`src/rtl/tiny_alu.sv`:
```
// Multi-cycle 8-bit ALU behind a start/done handshake.
// Add, and and xor execute in one cycle; the unsigned multiply runs through a short pipeline.
module tiny_alu (
  input  logic        clk,
  input  logic        reset_n,
  input  logic [7:0]  A,
  input  logic [7:0]  B,
  input  logic [2:0]  op,
  input  logic        start,
  output logic        done,
  output logic [15:0] result
);

  localparam logic [1:0] S_IDLE  = 2'd0;
  localparam logic [1:0] S_EXEC  = 2'd1;
  localparam logic [1:0] S_DONE  = 2'd2;
  localparam logic [1:0] S_REARM = 2'd3;

  localparam logic [2:0] OP_NOP = 3'd0;
  localparam logic [2:0] OP_ADD = 3'd1;
  localparam logic [2:0] OP_AND = 3'd2;
  localparam logic [2:0] OP_XOR = 3'd3;
  localparam logic [2:0] OP_MUL = 3'd4;
  localparam logic [2:0] OP_RST = 3'd7;

  logic [1:0]  state;
  logic [7:0]  a_q;
  logic [7:0]  b_q;
  logic [2:0]  op_q;
  logic [1:0]  cnt;
  logic [11:0] part_lo;
  logic [11:0] part_hi;
  logic [15:0] prod_q;
  logic [15:0] alu_val;

  always_comb begin
    alu_val = 16'h0000;
    case (op_q)
      OP_ADD:  alu_val = 16'(a_q) + 16'(b_q);
      OP_AND:  alu_val = {8'h00, a_q & b_q};
      OP_XOR:  alu_val = {8'h00, a_q ^ b_q};
      OP_MUL:  alu_val = prod_q;
      default: alu_val = 16'h0000;
    endcase
  end

  // The multiply splits B into nibbles: partial products on the first EXEC
  // cycle, their sum on the second, and the result written on the third.
  always_ff @(posedge clk or negedge reset_n) begin
    if (!reset_n) begin
      state   <= S_IDLE;
      a_q     <= 8'h00;
      b_q     <= 8'h00;
      op_q    <= OP_NOP;
      cnt     <= 2'd0;
      part_lo <= 12'h000;
      part_hi <= 12'h000;
      prod_q  <= 16'h0000;
      done    <= 1'b0;
      result  <= 16'h0000;
    end else begin
      done <= 1'b0;
      case (state)
        S_IDLE: begin
          if (start) begin
            if (op == OP_ADD || op == OP_AND || op == OP_XOR || op == OP_MUL) begin
              a_q   <= A;
              b_q   <= B;
              op_q  <= op;
              cnt   <= (op == OP_MUL) ? 2'd2 : 2'd0;
              state <= S_EXEC;
            end else if (op == OP_RST) begin
              result <= 16'h0000;
              state  <= S_REARM;
            end
          end
        end
        S_EXEC: begin
          if (cnt == 2'd2) begin
            part_lo <= 12'(a_q) * 12'(b_q[3:0]);
            part_hi <= 12'(a_q) * 12'(b_q[7:4]);
          end
          if (cnt == 2'd1) begin
            prod_q <= 16'(part_lo) + (16'(part_hi) << 4);
          end
          if (cnt == 2'd0) begin
            result <= alu_val;
            done   <= 1'b1;
            state  <= S_DONE;
          end else begin
            cnt <= cnt - 2'd1;
          end
        end
        S_DONE: begin
          state <= S_REARM;
        end
        S_REARM: begin
          // A start still held from the finished command must not re-trigger it.
          if (!start) begin
            state <= S_IDLE;
          end
        end
        default: state <= S_IDLE;
      endcase
    end
  end

endmodule

```
`config.mk`:
```
export PLATFORM = sky130hd
export DESIGN_NAME = tiny_alu
export DESIGN_NICKNAME = d
export VERILOG_FILES = /design/src/rtl/tiny_alu.sv
export SDC_FILE = /design/constraint.sdc
export NUM_CORES = 1
export LEC_CHECK = 0
export BUFFER_PORTS_ARGS = -buffer_cell sky130_fd_sc_hd__buf_2
export CORE_UTILIZATION = 25
export CTS_CLUSTER_SIZE = 14
export DETAILED_ROUTE_END_ITERATION = 16
export HOLD_SLACK_MARGIN = 0.15
export PLACE_DENSITY = 0.46
export SLEW_MARGIN = 5
export SYNTH_ARGS = -nofsm -noshare
export SYNTH_HDL_FRONTEND = slang
export SYNTH_SLANG_ARGS = --single-unit
```
`constraint.sdc`:
```
create_clock -name clk -period 4.9 [get_ports clk]
set_input_delay 0.98 -clock clk [delete_from_list [all_inputs] [get_ports clk]]
set_output_delay 0.98 -clock clk [all_outputs]
set_load 0.05 [all_outputs]
```
==> results of run 1 <==
cell type report:
class                           instances  share of cell area [%]
Clock buffer                            9                    3.33
Multi-Input combinational cell        472                    54.0
Inverter                               52                    2.89
Tap cell                              313                    5.79
Sequential cell                        80                    29.6
Clock inverter                          7                    1.17
Timing Repair Buffer                   41                    3.18
power by group:
group	internal [W]	switching, W	total [W]
clock network	0.000401	0.000301	0.000703
logic	0.00143	0.00187	0.00331
registers	0.000894	0.000337	0.00123
total	0.00273	0.00251	0.00524
cell families (layout without fill, tap and decap cells):
group / count (synthesis) / after routing / synth area share, %
DFF: 80 / 80 / 33.8
and+or+nand+nor: 173 / 173 / 14.0
muxes: 35 / 35 / 6.52
adders and majority gates: 82 / 82 / 20.5
xor gates and xnor gates: 23 / 23 / 3.40
AOI/OAI and AO/OA: 159 / 159 / 17.3
buffers and inverters: 70 / 109 / 4.60
layer usage:
metal / vias up / global-route usage, %
li1: 2232 / -
met1: 2073 / 18.8
met2: 50 / 18.4
met3: 2 / 2.50
met4: 0 / 3.31
met5: - / 0
sequential cells by signal, indices dropped and copies added (netlist names), 2 cells and up:
name,cells
cnt,2
b_q,8
state,2
a_q,8
result,16
part_lo,12
prod_q,16
part_hi,12
op_q,3
critical path, stage by stage, from the launching register on:
cell	delay, ns
dfrtp_1	0.54
ha_1	0.49
fa_1	0.51
fa_1	0.49
ha_1	0.36
inv_1	0.12
o31ai_1	0.13
or4_1	0.42
a31oi_1	0.20
xor2_1	0.20
o21ai_1	0.07
final timing paths:
| path | to | depth (start not counted) |
|---|---|---|
| hold reg to reg | result[0]$_DFFE_PN0P_ | 2 |
| min in group asynchronous | result[14]$_DFFE_PN0P_ | 1 |
| hold / removal | result[0]$_DFFE_PN0P_ | 2 |
| setup / recovery | part_lo[10]$_DFFE_PN0P_ | 10 |
| max in group asynchronous | a_q[7]$_DFFE_PN0P_ | 2 |
| setup reg to reg | part_lo[10]$_DFFE_PN0P_ | 10 |
cells in the final DEF (no fill, tap or decap), drive strengths merged, types with 6 or more instances in the layout:
| master | instances |
|---|---|
| and2 | 41 |
| nor2b | 7 |
| nor2 | 26 |
| a211oi | 12 |
| nand2 | 76 |
| o31ai | 6 |
| a22o | 7 |
| xor2 | 12 |
| dfrtp | 80 |
| fa | 25 |
| ha | 57 |
| o21a | 11 |
| o21ai | 55 |
| inv | 55 |
| buf | 41 |
| mux2 | 29 |
| mux2i | 6 |
| a21oi | 29 |
| a21o | 9 |
| clkbuf | 9 |
| nand2b | 6 |
| xnor2 | 11 |
cell usage after synthesis (6+ instances only):
cell type,count
inv_1,52
nand2_1,76
clkbuf_1,12
nor2b_1,7
a22o_1,7
mux2_2,29
xor2_1,12
o21ai_0,51
a211oi_1,12
and2_1,41
o31ai_1,6
fa_1,25
a21oi_1,28
dfrtp_1,80
nand2b_1,6
xnor2_1,11
mux2i_1,6
a21o_1,9
ha_1,57
o21a_1,11
nor2_1,26
through the flow:
| stage | setup slack (ns) | hold WS (ns) | cell area [sq um] | total power [W] |
|---|---|---|---|---|
| floorplan | 1.53 | 0.446 | 5930 | 0.00370 |
| global placement | 1.33 | 0.461 | 6450 | 0.00462 |
| detailed placement | 1.26 | 0.466 | 6450 | 0.00457 |
| CTS | 1.22 | 0.483 | 6760 | 0.00533 |
| global route | 1.04 | 0.499 | 6760 | 0.00584 |
| finish | 1.24 | 0.474 | 6760 | 0.00524 |
==> run_results.csv, run 1 <==
group,metric,value,unit
clock_tree,cts_tree,"yes",
logic_synthesis,yosysUniqueCellTypes,50,
floorplanning,die_height,156,um
sta,rsz0062_at_grt,"no",
setup_path,start_kind,"register",
setup_path,required,5.13,ns
floorplanning,io_pins,39,
floorplanning,core,22900,sq um
global_routing,grt_max_degree,50,
cells_and_area,layout.cells.non_filler,974,
logic_synthesis,synth_ff_type,"dfrtp_1",
setup_path,cp-end-kind,"register",
global_routing,overflow,0,
global_routing,grt_pass1_wl,23.7,mm
clock_tree,cts_made_buffers,9,
logic_synthesis,synthTopCellsByArea,"dfrtp_1, ha_1, fa_1",
logic_synthesis,yosysTopAreaCell,"dfrtp_1",
floorplanning,start_util,25.9,%
placed_design,portBuffers,38,
cells_and_area,area_delta_synth_final,14.1,%
clock_tree,post_cts_buffers,0,
global_routing,grt_pass1_vias,4293,
cells_and_area,fin_util,29.5,%
global_routing,track_usage,12.6,%
sta,worst_pin_slew,0.896,ns
sta,slew_headroom,40.1,%
cells_and_area,drive_gt1_share,13.9,%
logic_synthesis,avgSynthCellArea,9.53,sq um
clock_tree,cts.sinks,80,
sta,post-route-period-util,74.8,%
drt,wire_per_inst,14.8,um
global_routing,antenna_found_initial,0,
cells_and_area,layout.area.seq,2000,sq um
sta,period_minus_slack,3.66,ns
drt,vias,4357,
drt,wl_met3,380,um
floorplanning,placementRows,55,
power_and_ir_drop,powerDensity,776,nW/um^2
placed_design,dp.cells,958,
cells_and_area,fillerInstances,2433,
power_and_ir_drop,ir_drop,0.298,mV
drt,via_per_inst,4.47,
cells_and_area,nNetsFinal,760,
drt,wl,14.4,mm
drt,drc,0,
clock_tree,clk_pin_slew,0.07,ns
flow_run,drv_cap,0,
sta,slew_viol_final,0,
cells_and_area,multi_input_comb_area,3650,sq um
drt,wl_met2,6.15,mm
setup_path,r2r_slack,1.24,ns
sta,setup_violations,0,
sta,final.setup_skew,0.0109,ns
drt,ant_nets,0,
clock_tree,hold_buffers,0,
placed_design,place_congestion,0.770,
worst_hold_path,hold_class,"register to register",
logic_synthesis,synth_cells,622,
floorplanning,die_area,24300,sq um
outcome,status,"finished clean",
power_and_ir_drop,cellLeakagePower,3.24,nW
clock_tree,clock-root-buffer,"clkbuf_16",
setup_path,crit_type,"register to register",
logic_synthesis,synth-seq-area-share,33.8,%
clock_tree,htreeDepth,3,
setup_path,crit_arrival,3.89,ns
logic_synthesis,syn_area,5930,sq um
clock_tree,clk_path_buf_depth,2,
logic_synthesis,yosys_register_bits,80,
sta,tns,0,ns
drt,wl_met1,7.82,mm
worst_hold_path,min_from,"result[0]$_DFFE_PN0P_",
setup_path,crit_path_start,"a_q[3]$_DFFE_PN0P_",
setup_path,r2r_start,"a_q[3]$_DFFE_PN0P_",
logic_synthesis,netlist.area_leader.share,33.8,%
logic_synthesis,yosysWarnings,0,
cells_and_area,diodes,0,
drt,dr.pass1.iters,5,
setup_path,worstPathMaxFanout,9,
logic_synthesis,synth_edf_count,0,
clock_tree,post_cts_resized,0,
clock_tree,clkLatencyLatePin,0.35,ns
logic_synthesis,synth_async_sr_flop_share,100,%
drt,top_layer,"met4",
placed_design,post-dp-hpwl,11.0,mm
floorplanning,die_w,156,um
logic_synthesis,syn_nets,726,
sta,fmax,0.273,GHz
sta,hold_viol,0,
drt,drt_iter0_drc,165,
(Power assumes the default switching activity.)
==> run 2: changes to the inputs <==
PLACE_DENSITY = 0.47   (was 0.46)
clock period = 3.3 ns   (was 4.9 ns; I/O delays follow)
==> run 2 against run 1 <==
Net effect: critical path depth increased by 1; wire length increased by 1.4%; clock-buffer cell count unchanged; hold slack got worse by 0.14 ns; die area unchanged; worst setup slack got worse by 1.1 ns; maximum frequency increased by 14%; sequential share of layout area decreased by 2.4 points.
==> run_results.csv, run 2 (synthesized netlist as in run 1, its figures left out) <==
group,metric,value,unit
placed_design,post-dp-hpwl,11.5,mm
cells_and_area,nNetsFinal,818,
sta,whs,0.336,ns
setup_path,required,3.51,ns
cells_and_area,layout.cells.non_filler,1031,
sta,final.setup_skew,0.0137,ns
drt,drc,0,
cells_and_area,drive_gt1_share,26.5,%
setup_path,worstPathMaxFanout,6,
clock_tree,hold_buffers,0,
clock_tree,htreeDepth,3,
clock_tree,cts.sinks,80,
sta,setup_ws,0.0976,ns
sta,slew_headroom,53.9,%
cells_and_area,fillerInstances,2424,
placed_design,place_ws,-0.165,ns
cells_and_area,reg_top3,"prod_q: 16 flops, result: 16 flops",
sta,hold_viol,0,
clock_tree,clkLatencyLatePin,0.35,ns
clock_tree,clock-root-buffer,"clkbuf_16",
global_routing,grt_pass1_vias,4636,
global_routing,grt_pass1_wl,24.4,mm
drt,wire_per_inst,14.2,um
drt,wl,14.6,mm
cells_and_area,final_cell_mix,"nand2_1, dfrtp_1, buf_4",
sta,fmax,0.312,GHz
setup_path,start_kind,"register",
drt,dr.pass1.iters,4,
cells_and_area,diodes,0,
floorplanning,placementRows,55,
sta,period_minus_slack,3.20,ns
sta,slew_viol_final,0,
global_routing,grt_max_degree,49,
setup_path,crit_arrival,3.41,ns
floorplanning,die_w,156,um
cells_and_area,layout.cells.most_common,"nand2_1",
clock_tree,cts_made_buffers,9,
clock_tree,cts_tree,"yes",
placed_design,portBuffers,38,
floorplanning,start_util,25.9,%
outcome,status,"finished clean",
floorplanning,core,22900,sq um
placed_design,place_congestion,0.782,
sta,setup_violations,0,
placed_design,dp.cells,1010,
drt,drt_iter0_drc,163,
floorplanning,die_height,156,um
drt,vias,4549,
clock_tree,clk_pin_slew,0.07,ns
global_routing,track_usage,13.0,%
sta,post-route-period-util,97.0,%
clock_tree,clk_path_buf_depth,2,
floorplanning,die_area,24300,sq um
worst_hold_path,hold_class,"primary input to asynchronous set/reset pin",
flow_run,drv_cap,0,
drt,via_per_inst,4.41,
sta,worst_pin_slew,0.688,ns
global_routing,overflow,0,
setup_path,crit_type,"register to register",
global_routing,antenna_found_initial,0,
cells_and_area,area_delta_synth_final,24.9,%
setup_path,reg2regPathDepth,11,
drt,ant_nets,0,
sta,rsz0062_at_grt,"yes",
floorplanning,io_pins,39,
setup_path,cp-end-kind,"register",
-- run 2: changes by cell type in the layout (fill, tap and decap cells not counted), sizes merged --
cell,before,now
inv,55,54
bufinv,1,2
buf,41,99
clkinvlp,2,0
clkinv,1,2
-- run 2: timing repair --
item                                   4_1_cts  5_1_grt
resized for setup                           15       41
pin swaps                                    8       17
setup endpoints to repair                    6        9
endpoints found under the hold margin        0        0
buffers inserted                             1        5
-- run 2: worst max-delay path: stages, from the launching register on --
cell     delay, ns
dfrtp_2       0.45
nand2_1       0.10
fa_1          0.51
inv_1         0.05
fa_2          0.45
fa_2          0.42
a21oi_2       0.17
o31ai_2       0.09
or4_1         0.40
a31oi_1       0.20
xor2_1        0.16
o21ai_1       0.07
-- run 2: layer usage --
layer / share of wire [%] / vias to the layer above / track usage, % / wire length [um]
li1: - / 2338 / - / -
met1: 54 / 2148 / 19.1 / 7840
met2: 43 / 50 / 19.2 / 6210
met3: 2.9 / 13 / 2.97 / 420
met4: 0.86 / 0 / 2.52 / 126
met5: 0 / - / 0 / 0
-- run 2: per-stage QoR --
step,area [sq um],setup TNS [ns],util [%]
CTS,7210,0,31.4
finish,7400,0,32.3
detailed placement,6850,-0.492,29.9
floorplan,5930,0,-
global route,7400,-0.154,32.3
global placement,6850,-0.279,29.9
-- run 2: final cells by class --
cell class,instances,area (sq um),share of cell area [%]
sequential,80,2010,27.2
inverter,52,195,2.64
timing repair buffer,99,666,9.00
clock inverter,6,91.3,1.23
clock buffer,9,225,3.04
tap,313,392,5.29
multi-input combinational,472,3820,51.6
-- run 2: worst paths after layout --
kind	from	to	slack, ns
worst max-delay path	b_q[2]$_DFFE_PN0P_	part_lo[10]$_DFFE_PN0P_	0.1
worst min-delay path	reset_n	result[9]$_DFFE_PN0P_	0.34
worst max register to register	b_q[2]$_DFFE_PN0P_	part_lo[10]$_DFFE_PN0P_	0.1
worst min register to register	result[0]$_DFFE_PN0P_	result[0]$_DFFE_PN0P_	0.47
max in group asynchronous	reset_n	a_q[0]$_DFFE_PN0P_	2.23
min in group clk	result[0]$_DFFE_PN0P_	result[0]$_DFFE_PN0P_	0.47
Power of run 2 is left out: the tool's default activity adds up to more than one toggle a clock period on the data nets, which glitch-free logic cannot reach.
==> run 3: changes to the inputs <==
CORE_UTILIZATION = 39   (was 25)
PLACE_DENSITY = 0.63   (was 0.47)
==> run 3 against run 2 <==
Net effect: the run now ends with DRC left; maximum frequency fell by 1.4%; highest routed layer unchanged; sequential share of layout area rose by 0.57 points; hold slack improved by 0.13 ns; clock skew fell by 0.0062 ns; largest cell class unchanged; die area fell by 35%.
==> run_results.csv, run 3 (synthesized netlist as in run 1, its figures left out) <==
group,metric,value,unit
outcome,status,"complete, but fails checks",
outcome,violations,"DRC",
sta,period_minus_slack,3.25,ns
placed_design,post-dp-hpwl,10.6,mm
cells_and_area,nNetsFinal,804,
floorplanning,io_pins,39,
sta,slew_headroom,31.3,%
setup_path,required,3.54,ns
drt,wl_met3,630,um
placed_design,place_congestion,0.896,
global_routing,track_usage,19.1,%
floorplanning,die_height,125,um
drt,via_per_inst,5.40,
cells_and_area,final_cell_mix,"dfrtp_1, nand2_1, inv_1",
drt,drc,1,
clock_tree,htreeDepth,3,
drt,wl_met1,6.69,mm
setup_path,crit_arrival,3.48,ns
clock_tree,clkLatencyLatePin,0.35,ns
clock_tree,cts_made_buffers,9,
setup_path,worst-path-buf-inv,2,
cells_and_area,fillerInstances,1326,
clock_tree,clk_pin_slew,0.06,ns
drt,ant_nets,0,
setup_path,crit_type,"register to register",
setup_path,cp-end-kind,"register",
setup_path,start_kind,"register",
drt,drt_iter0_drc,234,
global_routing,grt_pass1_wl,23.8,mm
global_routing,antenna_found_initial,0,
global_routing,grt_max_degree,81,
clock_tree,cts.sinks,80,
setup_path,crit_family,"adder cells",
sta,setup_violations,0,
sta,tns,0,ns
cells_and_area,drive_gt1_share,24.5,%
clock_tree,cts_tree,"yes",
drt,dr.pass1.iters,12,
worst_hold_path,hold_class,"primary input to asynchronous set/reset pin",
clock_tree,clk_path_buf_depth,2,
cells_and_area,reg_top3,"prod_q: 16 flops, result: 16 flops",
global_routing,grt_pass1_vias,4768,
floorplanning,die_w,125,um
sta,final.setup_skew,0.00751,ns
sta,worst_pin_slew,1.03,ns
setup_path,worstPathMaxFanout,3,
floorplanning,die_area,15700,sq um
sta,rsz0062_at_grt,"yes",
sta,fmax,0.308,GHz
drt,top_layer,"met4",
placed_design,portBuffers,38,
clock_tree,hold_buffers,0,
floorplanning,core,14700,sq um
sta,post-route-period-util,98.4,%
setup_path,crit_path_max_incr_delay,0.58,ns
sta,slew_viol_final,0,
setup_path,path_cells,"buf_4 > buf_4 > ha_2 > fa_1 > fa_1 > ha_4 > nand2_4 > o31ai_4 > or4_4 > a31oi_4 > xor2_1 > o21ai_1",
floorplanning,start_util,40.3,%
cells_and_area,diodes,0,
cells_and_area,layout.cells.most_common,"dfrtp_1",
drt,wire_per_inst,16.3,um
flow_run,drv_cap,0,
drt,wl_met2,6.92,mm
floorplanning,placementRows,44,
drt,wl,14.5,mm
clock_tree,clock-root-buffer,"clkbuf_16",
sta,hold_viol,0,
global_routing,overflow,0,
sta,whs,0.468,ns
setup_path,slowest_stage,"fa_1",
drt,vias,4805,
cells_and_area,area_delta_synth_final,21.8,%
## run 3: routing by layer
layer | vias up | track usage [%]
li1 | 2325 | -
met1 | 2352 | 26.2
met2 | 106 | 31.1
met3 | 22 | 3.25
met4 | 0 | 5.38
met5 | - | 0
## run 3: worst paths after layout
path,startpoint,endpoint,slack [ns],depth (start not counted)
max in group asynchronous,reset_n,a_q[2]$_DFFE_PN0P_,2.14,1
min,reset_n,a_q[4]$_DFFE_PN0P_,0.47,1
max reg2reg,b_q[3]$_DFFE_PN0P_,part_lo[10]$_DFFE_PN0P_,0.05,12
max,b_q[3]$_DFFE_PN0P_,part_lo[10]$_DFFE_PN0P_,0.05,12
min in group clk,result[5]$_DFFE_PN0P_,result[5]$_DFFE_PN0P_,0.47,2
min reg2reg,result[5]$_DFFE_PN0P_,result[5]$_DFFE_PN0P_,0.47,2
## run 3: per-stage QoR
step | utilization, % | setup WS (ns) | instance area [sq um] | instances
floorplan | - | 0.0234 | 5930 | 622
global placement | 44.7 | 0.0128 | 6560 | 865
detailed placement | 44.7 | -0.107 | 6560 | 865
CTS | 48.0 | 0.00182 | 7060 | 884
global route | 49.1 | -0.0645 | 7220 | 889
finish | 49.1 | 0.0520 | 7220 | 889
## run 3: layout make-up
type / instances / area [sq um] / share of cell area, %
Tap cell: 184 / 230 / 3.19
Clock inverter: 7 / 133 / 1.84
Clock buffer: 9 / 225 / 3.12
Inverter: 52 / 200 / 2.77
Multi-Input combinational cell: 472 / 3870 / 53.6
Timing Repair Buffer: 85 / 553 / 7.66
Sequential cell: 80 / 2000 / 27.8
## run 3: what timing repair did
action / CTS / global route
endpoints found under the setup margin: 6 / 9
cloned: 0 / 0
gates resized for setup: 19 / 35
buffers inserted: 3 / 5
pin swaps: 10 / 25
## run 3: worst register-to-register path: stages, from the launching register on
cell,delay (ns)
dfrtp_1,0.40
buf_4,0.14
buf_4,0.13
ha_2,0.20
fa_1,0.46
fa_1,0.58
ha_4,0.24
nand2_4,0.07
o31ai_4,0.07
or4_4,0.44
a31oi_4,0.17
xor2_1,0.15
o21ai_1,0.08
Power of run 3 is left out for the same reason.
